### config.mk
export PLATFORM = sky130hd
export DESIGN_NAME = frame_rsp_collector
export DESIGN_NICKNAME = d
export VERILOG_FILES = /design/src/rtl/frame_rsp_collector.sv
export SDC_FILE = /design/constraint.sdc
export NUM_CORES = 1
export LEC_CHECK = 0
export BUFFER_PORTS_ARGS = -buffer_cell sky130_fd_sc_hd__buf_2
export CAP_MARGIN = 0
export CELL_PAD_IN_SITES_DETAIL_PLACEMENT = 1
export CELL_PAD_IN_SITES_GLOBAL_PLACEMENT = 1
export CORE_ASPECT_RATIO = 1.4
export CORE_MARGIN = 2
export CORE_UTILIZATION = 35
export CTS_CLUSTER_SIZE = 25
export DETAILED_ROUTE_END_ITERATION = 16
export MAX_ROUTING_LAYER = met4
export PLACE_DENSITY_LB_ADDON = 0.1
export REMOVE_ABC_BUFFERS = 1
export SETUP_SLACK_MARGIN = 0.3
export SYNTH_ARGS = -nofsm -noshare
export SYNTH_HDL_FRONTEND = slang
export SYNTH_SLANG_ARGS = --single-unit
### constraint.sdc
create_clock -name clk -period 5.63 [get_ports clk]
set_input_delay 0.2815 -clock clk [delete_from_list [all_inputs] [get_ports clk]]
set_output_delay 0.2815 -clock clk [all_outputs]
set_load 0.1 [all_outputs]
### src/rtl/frame_rsp_collector.sv
// Return path of the switch-instance frame interface: round-robin collection of
// per-instance responses, packed into request-layout frames and buffered for the frame source.
module frame_rsp_collector #(
    parameter int unsigned NUM_SW_INST = 5,
    parameter int unsigned W_WIDTH     = 8,
    parameter int unsigned FRAME_WIDTH = 32,
    parameter int unsigned FIFO_DEPTH  = 4
) (
    input  logic                              clk,
    input  logic                              rst,
    input  logic [NUM_SW_INST-1:0]            rsp_valid,
    output logic [NUM_SW_INST-1:0]            rsp_ready,
    input  logic [NUM_SW_INST*8-1:0]          rsp_addr,
    input  logic [NUM_SW_INST*W_WIDTH-1:0]    rsp_data,
    input  logic [NUM_SW_INST-1:0]            rsp_wr_rd_s,
    input  logic [NUM_SW_INST*8-1:0]          rsp_op_id,
    output logic [FRAME_WIDTH-1:0]            frame_out,
    output logic                              frame_valid,
    input  logic                              frame_ready,
    output logic [$clog2(FIFO_DEPTH):0]       fifo_count
);

    localparam int unsigned PTR_W = (FIFO_DEPTH > 1) ? $clog2(FIFO_DEPTH) : 1;
    localparam int unsigned CNT_W = $clog2(FIFO_DEPTH) + 1;
    localparam int unsigned IDX_W = (NUM_SW_INST > 1) ? $clog2(NUM_SW_INST) : 1;

    logic [FRAME_WIDTH-1:0] mem_q [FIFO_DEPTH];
    logic [PTR_W-1:0]       wr_ptr_q, wr_ptr_d;
    logic [PTR_W-1:0]       rd_ptr_q, rd_ptr_d;
    logic [CNT_W-1:0]       count_q, count_d;
    logic [IDX_W-1:0]       rr_ptr_q, rr_ptr_d;

    logic [NUM_SW_INST-1:0] grant_c;
    logic [IDX_W-1:0]       gnt_idx_c;
    logic [FRAME_WIDTH-1:0] frame_c;
    logic                   push_c;
    logic                   pop_c;
    int                     j;

    // Round-robin search from rr_ptr; a full FIFO blocks all grants regardless of a pop.
    always_comb begin
        grant_c   = '0;
        gnt_idx_c = rr_ptr_q;
        frame_c   = '0;
        push_c    = 1'b0;
        j         = 0;
        if (!rst && (count_q < CNT_W'(FIFO_DEPTH))) begin
            for (int k = 0; k < int'(NUM_SW_INST); k++) begin
                j = int'(rr_ptr_q) + k;
                if (j >= int'(NUM_SW_INST)) begin
                    j = j - int'(NUM_SW_INST);
                end
                if (!push_c && rsp_valid[j]) begin
                    push_c     = 1'b1;
                    grant_c[j] = 1'b1;
                    gnt_idx_c  = IDX_W'(j);
                    frame_c    = FRAME_WIDTH'({5'(j), 5'b0, rsp_addr[j*8 +: 5], rsp_wr_rd_s[j],
                                               8'(rsp_data[j*W_WIDTH +: W_WIDTH]),
                                               rsp_op_id[j*8 +: 8]});
                end
            end
        end
    end

    always_comb begin
        pop_c    = (count_q != '0) && frame_ready;
        wr_ptr_d = push_c ? wr_ptr_q + 1'b1 : wr_ptr_q;
        rd_ptr_d = pop_c ? rd_ptr_q + 1'b1 : rd_ptr_q;
        count_d  = count_q + CNT_W'(push_c) - CNT_W'(pop_c);
        rr_ptr_d = rr_ptr_q;
        if (push_c) begin
            rr_ptr_d = (gnt_idx_c == IDX_W'(NUM_SW_INST - 1)) ? '0 : gnt_idx_c + 1'b1;
        end
    end

    // Storage is cleared on reset so frame_out reads zero until the first push.
    always_ff @(posedge clk) begin
        if (rst) begin
            wr_ptr_q <= '0;
            rd_ptr_q <= '0;
            count_q  <= '0;
            rr_ptr_q <= '0;
            for (int i = 0; i < int'(FIFO_DEPTH); i++) begin
                mem_q[i] <= '0;
            end
        end else begin
            if (push_c) begin
                mem_q[wr_ptr_q] <= frame_c;
            end
            wr_ptr_q <= wr_ptr_d;
            rd_ptr_q <= rd_ptr_d;
            count_q  <= count_d;
            rr_ptr_q <= rr_ptr_d;
        end
    end

    assign rsp_ready   = grant_c;
    assign frame_out   = mem_q[rd_ptr_q];
    assign frame_valid = (count_q != '0);
    assign fifo_count  = count_q;

endmodule

==> summary.txt <==
worst hold path class: in -> reg
CP endpoint: rsp_ready[1]
synth unique cells: 92
iteration count of the initial detailed-routing pass: 5
max_cap viols: 0
Post-synth EDFFs: 108
worst endpoint data arrival time: 4640 ps
CTS root buf: clkbuf_16
Die X: 156 µm
type of origin of the critical path: flip-flop
Final Cycle Share: 87.5%
main flop type after synthesis: edfxtp_1
Syn Std Cell Area: 11300 µm²
Synth async-reset ratio: 0%
Core Footprint: 32200 µm²
register area share after synthesis: 30.7%
Top Ports: 174
synth warn: 0
CTS Buf Count: 17
reg2reg path depth: 15
min cycle time layout: 4930 ps
status: finished, final reports clean
Crit Path Category: reg -> out
die area: 33900 µm²
HPWL Detailed: 31.5 mm
critical path peak fanout: 15
CP max-delay cell: or4_4
Die Span Y: 217 µm
Starting Density: 35.2%
initial DRC count: 787
grt met1 use: 32.6%
fmax: 203 MHz
vias per cell: 6.24
routability cong.: 0.924
Port-buffer cells: 153
skew final: 15.8 ps
initial antenna violation count: 2
Data required, critical path: 5350 ps
Yosys reg bits: 120
reg2reg end: rr_ptr_q[2]$_SDFFE_PP0P_
post-CTS sizing: 0
DRT Wirelength: 44.2 mm
M3 GR Usage: 2.21%
Setup TNS: 0 ps
layout cells sized above 1: 34.8%
Area Growth Syn to Fin: 19.3%
CTS tree: built
Nets: 1390
worst relative slew slack: 29.3%
FP Rows: 78
H-tree depth: 4
Post-CTS Hold Buffers: 0
DR vias: 10300
DRC: 0
Avg Cell Area, Syn: 10.3 µm²
Fin. Hold Viols: 0
Largest stage delay, worst path: 620 ps
endpoints failing setup: 0
Critical path origin: rr_ptr_q[0]$_SDFFE_PP0P_
RSZ-0062 raised after global routing: false
origin of the critical flop-to-flop path: rr_ptr_q[0]$_SDFFE_PP0P_
postcts setup bufs: 0
vias in the first global route: 10700
r2r setup slk: 960 ps
Worst-path clk slew: 60 ps
Hold Slack: 220 ps
gr busiest metal: met2
largest net degree at the start of global routing: 35
Worst Tran Pin Value: 1050 ps
antenna-violating nets left: 0
met2 usage: 47.1%
GRT Total Usage: 27.0%
CTS Buffer Depth: 2
routed length per instance: 26.7 µm
Syn Inst Count: 1096
crit end category: output pin
max-slew violations: 0
Overflow after GRT: 0
Crit path top cell by count: ha_1
Critical Path, Cell by Cell: inv_2 > ha_1 > ha_1 > o32ai_2 > nor3b_1 > or3_1 > nand4_1 > or4_4 > nor4_4 > a221oi_1 > a21oi_1 > buf_12
first-pass GRT wire length: 66.0 mm
CTS Sinks: 120
clock latency on the worst-skew pair: 420 ps
[cell usage in the layout (no fill, tap or decap), drive strengths merged, types with 17 or more instances in the layout]
cell      n
o22a     18
buf     223
mux4    119
a21oi    65
and3     20
nand2    59
mux2     19
clkbuf   17
inv      32
nand3    74
a211oi   22
edfxtp  108
a221oi   18
nor2    154
o21ai    41
[area by class of cell]
class | count | area (µm²)
Clock buffer | 17 | 425
Inverter | 29 | 109
Tap cell | 400 | 500
Multi-Input combinational cell | 848 | 7370
Antenna cell | 3 | 7.51
Fill cell | 3639 | 18700
Clock inverter | 15 | 221
Timing Repair Buffer | 223 | 1400
Sequential cell | 120 | 3490
[synth_stat cells (15+ instances only)]
library cell	n	area (µm²)
inv_1	26	97.6
nand2_1	58	218
edfxtp_1	108	3240
a21oi_1	64	320
o211ai_1	15	113
o21ai_0	39	195
a221oi_1	18	158
and3_1	20	125
mux2_2	19	214
ha_1	16	200
mux4_2	117	2640
a31oi_1	15	93.8
nand3_1	74	370
nor2_1	154	578
o22a_1	18	158
clkbuf_1	54	203
buf_2	24	120
[sequential cells by signal, indices dropped and copies added (netlist names), named ones only]
register,flops
rr_ptr_q,3
wr_ptr_q,2
rd_ptr_q,2
mem_q,108
fifo_count,3
[how the worst min path moves through the flow]
stage,from,endpoint,slack (ps),depth (start not counted)
final,rst,fifo_count[1]$_SDFF_PP0_,220,2
after global routing,rst,rd_ptr_q[0]$_SDFFE_PP0P_,240,2
after CTS,rst,fifo_count[0]$_SDFF_PP0_,210,2
after detailed placement,wr_ptr_q[1]$_SDFFE_PP0P_,wr_ptr_q[1]$_SDFFE_PP0P_,520,2
after global placement,wr_ptr_q[1]$_SDFFE_PP0P_,wr_ptr_q[1]$_SDFFE_PP0P_,510,2
after floorplan,rst,wr_ptr_q[1]$_SDFFE_PP0P_,350,1
[through the flow]
| step | cell area (µm²) | util, % | std cells | setup WS [ps] |
|---|---|---|---|---|
| 4_1_cts | 13500 | 42.0 | 1652 | 695 |
| 5_1_grt | 13500 | 42.0 | 1655 | 483 |
| 6_report | 13500 | 42.0 | 1655 | 704 |
| 3_3_place_gp | 12900 | 40.0 | 1620 | 1040 |
| 2_1_floorplan | 10900 | - | 997 | -2320 |
| 3_5_place_dp | 12900 | 40.0 | 1620 | 959 |
[critical path: cells and delay by family (launching register included)]
kind	cells	cell delay [ps]
adders and majority gates	2	720
DFF	1	530
buffers and inverters	2	290
AOI/OAI and AO/OA	3	830
and+or+nand+nor	5	1840
[cell families after synthesis]
kind of cell,after synthesis,share of synthesized area (%)
adder cells (fa/ha/maj),18,2.12
AO/OA/AOI/OAI,279,17.7
flip-flops,120,30.7
multiplexers,151,26.9
other,1,0.0331
buffers and inverters,132,5.23
XOR/XNOR,14,1.31
AND/OR/NAND/NOR,381,16.0
[routing by layer]
layer | share of wire [%] | wire length, µm
met1 | 40 | 17900
met2 | 53 | 23300
met3 | 3.8 | 1670
met4 | 2.9 | 1280
met5 | 0 | 0
Power is left out: the tool's default activity adds up to more than one toggle a clock period on the data nets, which glitch-free logic cannot reach.
